### src/rtl/sreg_pkg.sv
// Shared types and constants for the pixel configuration shift-register interface
// (responder-side state machine, controller opcodes, chain lengths).
package sreg_pkg;

  localparam int CFG_LEN_FULL    = 84;
  localparam int CFG_LEN_PCLK    = 20;
  localparam int RD_LEN          = 42;
  localparam int READ_END_LEN    = 6;
  localparam int SYNC_STAGES_DEF = 2;

  typedef enum logic [1:0] {
    ST_IDLE   = 2'd0,
    ST_SHIFT  = 2'd1,
    ST_COMMIT = 2'd2
  } sreg_tgt_state_t;

  typedef enum logic [2:0] {
    OP_NOP               = 3'd0,
    OP_WRITE_FULL_PCLK_0 = 3'd1,
    OP_WRITE_FULL_PCLK_1 = 3'd2,
    OP_WRITE_PCLK        = 3'd3,
    OP_PIX_WRITE         = 3'd4,
    OP_READ              = 3'd5,
    OP_READ_END          = 3'd6
  } sreg_op_t;

  // Counter increment that sticks at all-ones instead of wrapping.
  function automatic logic [6:0] sat_inc7(input logic [6:0] v);
    if (v == 7'd127) begin
      return v;
    end else begin
      return v + 7'd1;
    end
  endfunction

endpackage

### src/rtl/sreg_sync.sv
// Multi-flop synchroniser for one asynchronous interface pin, followed by an
// edge-detect flop; the reset value is chosen per pin so idle levels give no edge.
module sreg_sync
  import sreg_pkg::*;
#(
  parameter int   STAGES  = SYNC_STAGES_DEF,
  parameter logic RST_VAL = 1'b0
) (
  input  logic clk,
  input  logic rst,
  input  logic d,
  output logic level,
  output logic level_d,
  output logic rise,
  output logic fall
);

  logic [STAGES-1:0] sync_r;
  logic              edge_r;

  // Synchroniser chain plus the delayed copy used for edge detection.
  always_ff @(posedge clk) begin
    if (rst) begin
      sync_r <= {STAGES{RST_VAL}};
      edge_r <= RST_VAL;
    end else begin
      sync_r <= {sync_r[STAGES-2:0], d};
      edge_r <= sync_r[STAGES-1];
    end
  end

  assign level   = sync_r[STAGES-1];
  assign level_d = edge_r;
  assign rise    = sync_r[STAGES-1] & ~edge_r;
  assign fall    = ~sync_r[STAGES-1] & edge_r;

endmodule

### src/rtl/sreg_target.sv
// IC-side responder for the configuration shift-register interface: captures
// serial config into a shadow, commits it on write_cfg, shifts two readback chains.
module sreg_target #(
  parameter int CFG_LEN     = sreg_pkg::CFG_LEN_FULL,
  parameter int RD_LEN      = sreg_pkg::RD_LEN,
  parameter int SYNC_STAGES = sreg_pkg::SYNC_STAGES_DEF
) (
  input  logic               clk,
  input  logic               rst,
  input  logic               sclk,
  input  logic               shift,
  input  logic               serial_in,
  input  logic               write_cfg,
  input  logic [RD_LEN-1:0]  rd_data0,
  input  logic [RD_LEN-1:0]  rd_data1,
  output logic [1:0]         sreg_out,
  output logic [CFG_LEN-1:0] cfg_data,
  output logic [6:0]         cfg_bits,
  output logic               cfg_valid,
  output logic               cfg_ovf
);
  import sreg_pkg::*;

  localparam logic [6:0] CFG_LEN_C = 7'(CFG_LEN);

  logic sclk_rise_s, sclk_fall_s;
  logic shift_lvl_s, shift_prev_s, shift_rise_s, shift_fall_s;
  logic serial_s, write_rise_s;
  // Synchroniser outputs this block has no use for.
  logic [7:0] edge_unused_s;

  sreg_sync #(.STAGES(SYNC_STAGES), .RST_VAL(1'b1)) u_sync_sclk (
    .clk(clk), .rst(rst), .d(sclk),
    .level(edge_unused_s[0]), .level_d(edge_unused_s[1]),
    .rise(sclk_rise_s), .fall(sclk_fall_s)
  );

  sreg_sync #(.STAGES(SYNC_STAGES), .RST_VAL(1'b0)) u_sync_shift (
    .clk(clk), .rst(rst), .d(shift),
    .level(shift_lvl_s), .level_d(shift_prev_s),
    .rise(shift_rise_s), .fall(shift_fall_s)
  );

  sreg_sync #(.STAGES(SYNC_STAGES), .RST_VAL(1'b0)) u_sync_serial (
    .clk(clk), .rst(rst), .d(serial_in),
    .level(serial_s), .level_d(edge_unused_s[2]),
    .rise(edge_unused_s[3]), .fall(edge_unused_s[4])
  );

  sreg_sync #(.STAGES(SYNC_STAGES), .RST_VAL(1'b0)) u_sync_write (
    .clk(clk), .rst(rst), .d(write_cfg),
    .level(edge_unused_s[5]), .level_d(edge_unused_s[6]),
    .rise(write_rise_s), .fall(edge_unused_s[7])
  );

  sreg_tgt_state_t    state_r;
  logic [CFG_LEN-1:0] shadow_r;
  logic [RD_LEN-1:0]  rd_chain0_r, rd_chain1_r;
  logic [6:0]         bit_cnt_r;
  logic [6:0]         cnt_inc_s;
  logic               capture_s, chain_shift_s;
  logic [1:0]         sreg_out_r;
  logic [CFG_LEN-1:0] cfg_data_r;
  logic [6:0]         cfg_bits_r;
  logic               cfg_valid_r, cfg_ovf_r;

  // Gating uses the pre-fall shift level so a bit landing with the shift fall still counts.
  assign cnt_inc_s     = sat_inc7(bit_cnt_r);
  assign capture_s     = sclk_rise_s & shift_prev_s;
  assign chain_shift_s = sclk_fall_s & shift_prev_s;

  // Protocol FSM, shadow/readback datapath and registered outputs.
  always_ff @(posedge clk) begin
    if (rst) begin
      state_r     <= ST_IDLE;
      shadow_r    <= {CFG_LEN{1'b0}};
      rd_chain0_r <= {RD_LEN{1'b0}};
      rd_chain1_r <= {RD_LEN{1'b0}};
      bit_cnt_r   <= 7'd0;
      sreg_out_r  <= 2'b00;
      cfg_data_r  <= {CFG_LEN{1'b0}};
      cfg_bits_r  <= 7'd0;
      cfg_valid_r <= 1'b0;
      cfg_ovf_r   <= 1'b0;
    end else begin
      cfg_valid_r <= 1'b0;
      sreg_out_r  <= {rd_chain1_r[RD_LEN-1], rd_chain0_r[RD_LEN-1]};
      case (state_r)
        ST_IDLE: begin
          if (write_rise_s) begin
            state_r <= ST_COMMIT;
          end else if (shift_rise_s) begin
            state_r     <= ST_SHIFT;
            rd_chain0_r <= rd_data0;
            rd_chain1_r <= rd_data1;
            // An overflowed count keeps accumulating until a commit resolves it.
            if (!cfg_ovf_r) begin
              bit_cnt_r <= 7'd0;
            end
          end else begin
            state_r <= ST_IDLE;
          end
        end
        ST_SHIFT: begin
          if (capture_s) begin
            shadow_r  <= {shadow_r[CFG_LEN-2:0], serial_s};
            bit_cnt_r <= cnt_inc_s;
            if (cnt_inc_s > CFG_LEN_C) begin
              cfg_ovf_r <= 1'b1;
            end
          end
          if (chain_shift_s) begin
            rd_chain0_r <= {rd_chain0_r[RD_LEN-2:0], 1'b0};
            rd_chain1_r <= {rd_chain1_r[RD_LEN-2:0], 1'b0};
          end
          if (write_rise_s) begin
            state_r <= ST_COMMIT;
          end else if (shift_fall_s) begin
            state_r <= ST_IDLE;
          end else begin
            state_r <= ST_SHIFT;
          end
        end
        ST_COMMIT: begin
          cfg_data_r  <= shadow_r;
          cfg_bits_r  <= bit_cnt_r;
          cfg_valid_r <= 1'b1;
          bit_cnt_r   <= 7'd0;
          if (bit_cnt_r <= CFG_LEN_C) begin
            cfg_ovf_r <= 1'b0;
          end
          state_r <= shift_lvl_s ? ST_SHIFT : ST_IDLE;
        end
        default: begin
          state_r <= ST_IDLE;
        end
      endcase
    end
  end

  assign sreg_out  = sreg_out_r;
  assign cfg_data  = cfg_data_r;
  assign cfg_bits  = cfg_bits_r;
  assign cfg_valid = cfg_valid_r;
  assign cfg_ovf   = cfg_ovf_r;

endmodule

### config.mk
export PLATFORM = sky130hd
export DESIGN_NAME = sreg_target
export DESIGN_NICKNAME = d
export VERILOG_FILES = /design/src/rtl/sreg_pkg.sv /design/src/rtl/sreg_sync.sv /design/src/rtl/sreg_target.sv
export SDC_FILE = /design/constraint.sdc
export NUM_CORES = 1
export LEC_CHECK = 0
export CORE_UTILIZATION = 34
export DETAILED_ROUTE_END_ITERATION = 12
export GPL_TIMING_DRIVEN = 0
export MAX_ROUTING_LAYER = met4
export SYNTH_ARGS = -nofsm -noshare
export SYNTH_HDL_FRONTEND = slang
export SYNTH_HIERARCHICAL = 1
export SYNTH_SLANG_ARGS = --single-unit
### constraint.sdc
create_clock -name clk -period 4.2 [get_ports clk]
set_clock_uncertainty 0.15 [all_clocks]
set_input_delay 0.42 -clock clk [delete_from_list [all_inputs] [get_ports clk]]
set_output_delay 0.42 -clock clk [all_outputs]
set_load 0.01 [all_outputs]
==> impl_summary.log <==
[metrics] post-route setup slack: 1.523 ns
[metrics] number of standard cells after synthesis: 1,345
[metrics] number of global-route vias before repair: 9,057
[metrics] count of buffering cells on the critical path with inverters included: 4
[metrics] beginning of the worst register-to-register path: state_r[0]
[metrics] number of buffers added by the clock tree synthesis step: 31
[metrics] mapped cell area: 11,170 µm²
[metrics] unrepaired setup endpoints after global routing: false
[metrics] pin count of the biggest net entering global routing: 16
[metrics] violation count after the first detailed-route iteration: 570
[metrics] type of origin of the critical path: input port
[metrics] cell count of the worst reg-to-reg path: 6
[metrics] remaining global-route overflow: 0
[metrics] die span in y: 183.3 µm
[metrics] P&R area growth vs syn: 31.20%
[metrics] CP Capture Type: register
[metrics] total leakage power: 4.847 nW
[metrics] pins over their slew limit: 0
[metrics] reg-to-reg endpoint: cfg_data[70]
[metrics] Die Outline Area: 33,590 µm²
[metrics] Synthesized Nets: 1,437
[metrics] beginning of the critical path: rst
[metrics] Slew headroom: 0.4594
[metrics] setup violators final: 0
[metrics] wire length of the first global-routing pass: 45.02 mm
[metrics] crit-path most repeated cell: clkbuf_1
[metrics] instance count on the critical path: 5
[metrics] fin crit share: 0.6373
[metrics] count of unresolved DRC violations after routing: 0
[metrics] Setup WS pre-CTS: 0.8244 ns
[metrics] Die X-Extent: 183.3 µm
[metrics] H-tree level count: 1
[metrics] register clock-pin slew on the reported worst setup and hold paths: 0.06 ns
[metrics] Final Hold Viols: 0
[metrics] clock tree root buffer cell: clkbuf_16
[metrics] clock period minus worst slack: 2.677 ns
[metrics] peak per-stage delay on the critical path: 0.75 ns
[metrics] Routed Wire Length: 27.23 mm
[metrics] last weighted congestion value of the routability-driven placer: 0.8710
[metrics] number of gates resized after cts: 0
[metrics] # rows: 66
[metrics] first-pass iteration count of the detailed router: 5
[metrics] type of the worst min-delay path: reg2reg
[metrics] Vias: 9,600
[metrics] IO Count: 185
[metrics] final antenna-violating net count: 0
[metrics] Crit path max-delay family: buffers and inverters
[metrics] critical path peak fanout: 12
[metrics] slowest stage cell on the critical path: clkdlybuf4s50_1
[metrics] timing endpoint of the critical path: rd_chain1_r[27]
[metrics] number of sinks on the clock net: 283
[metrics] P per Cell Area: 409.6 nW/µm²
[metrics] PortBufs: 184
[metrics] source-to-sink clock delay at the later pin of the worst-skew pair: 0.56 ns
[metrics] Worst Path Arrival: 2.93 ns
[metrics] initial antenna violation count: 2
[metrics] WL/cell: 13.44 µm
[metrics] aggregate negative setup slack: 0 ns
[metrics] critical-path cell list: clkdlybuf4s50_1, clkbuf_1, clkbuf_1, clkbuf_1, a311oi_2
[metrics] synthesized area per cell: 8.307 µm²
[metrics] start-to-end type of the worst setup path: in2reg
[metrics] post-detailed-route via-to-cell ratio: 4.738
[metrics] IR Drop Worst-Case VDD: 0.2901 mV
[metrics] Setup Buffers After CTS: 0
[metrics] outcome: completed
[metrics] share of layout cells above drive strength 1: 0.1087
[metrics] number of maximum-capacitance constraint violations: 0
[metrics] effective utilization at floorplan: 0.3443
[metrics] critical path required time: 4.46 ns
[metrics] Synthesis Warnings: 6
[metrics] HPWL reported at the end of detailed placement: 19.37 mm
[metrics] hold buffers post-CTS: 0
[metrics] register-to-register setup slack: 2.00 ns
[metrics] Clock Tree Buf Depth: 3
[metrics] GRT Resource Usage Total: 0.1668
[metrics] area of the core: 32,450 µm²
[metrics] pin slew with the least headroom to its limit: 0.8109 ns
[metrics] Fmax: 0.3736 GHz
[metrics] CTS tree: yes
[metrics] fin nets: 1,654
==> cells in the final DEF, fill, tap and decap left out, drive strengths merged, types with 2 or more instances in the layout <==
cell type and n:
dfxtp 283, clkinv 3, inv 3, nor2b 18
nand2b 4, a31oi 4, a22oi 3, ha 2
clkbuf 116, nand4b 2, diode 2, nand4 2
bufinv 4, nor3b 5, nor2 90, nand3 4
clkdlybuf4s50 184, or2 3, o21ai 3, buf 42
and3 2, nor4b 2, a21oi 181, a311oi 83
nand2 521, o211a 2
==> state kept, by name, indices dropped and copies added, names as in the netlist <==
signal / cells
cfg_ovf: 1
u_sync_shift/sync_r: 2
bit_cnt_r: 7
sreg_out: 2
u_sync_shift/level_d: 1
u_sync_sclk/sync_r: 2
rd_chain1_r: 42
cfg_data: 84
cfg_valid: 1
u_sync_serial/sync_r: 2
u_sync_write/sync_r: 2
u_sync_sclk/level_d: 1
state_r: 2
cfg_bits: 7
shadow_r: 84
u_sync_write/level_d: 1
rd_chain0_r: 42
==> power by group <==
group | switching [W] | internal, W | leakage (nW)
Sequential | 0.0000240 | 0.00273 | 2.29
Combinational | 0.000215 | 0.000172 | 2.02
Clock | 0.00108 | 0.00178 | 0.538
==> cell type report <==
class                           count  area (µm²)
Fill cell                        3249       17790
Sequential cell                   283        5665
Multi-Input combinational cell    947        4943
Timing Repair Buffer              184        1842
Clock buffer                       45       938.4
Buffer                            113       556.8
Tap cell                          442       553.0
Clock inverter                      8       147.6
Inverter                            2       7.507
Antenna cell                        2       5.005
==> how the worst min path moves through the flow <==
stage	start	endpoint	slack, ns	cells past startpoint
4_1_cts	sclk	u_sync_sclk/sync_r[0]	0.26	2
3_5_place_dp	u_sync_sclk/sync_r[0]	u_sync_sclk/sync_r[1]	0.25	1
6_report	u_sync_sclk/sync_r[0]	u_sync_sclk/sync_r[1]	0.27	1
5_1_grt	sclk	u_sync_sclk/sync_r[0]	0.29	2
3_3_place_gp	u_sync_sclk/sync_r[0]	u_sync_sclk/sync_r[1]	0.24	1
2_1_floorplan	u_sync_sclk/sync_r[0]	u_sync_sclk/sync_r[1]	0.23	1
==> per-layer routing <==
metal	global-route usage	share of wire	wire, µm
met5	-	0	0
met4	0.03667	0.018	486
met3	0.02879	0.049	1327
met2	0.2642	0.45	12320
met1	0.2221	0.48	13090
==> metrics by stage <==
stage | cells | hold slack [ns] | util | cell area (µm²) | power [W]
detailed placement | 1971 | 0.2527 | 0.4181 | 13570 | 0.003208
floorplan | 1345 | 0.2332 | - | 11170 | 0.003049
global route | 2026 | 0.2909 | 0.4517 | 14660 | 0.006230
global placement | 1971 | 0.2378 | 0.4181 | 13570 | 0.003203
finish | 2026 | 0.2665 | 0.4517 | 14660 | 0.006004
CTS | 2024 | 0.2611 | 0.4515 | 14650 | 0.006090
==> worst reg2reg max path, stage by stage, from the launching register on <==
cell and delay [ns]:
dfxtp_1 0.30, buf_2 0.19, nand2b_1 0.14, clkbuf_1 0.62, clkbuf_1 0.45, nand2_1 0.12
a21oi_1 0.15
No activity file was read; power rests on OpenSTA's default activity.
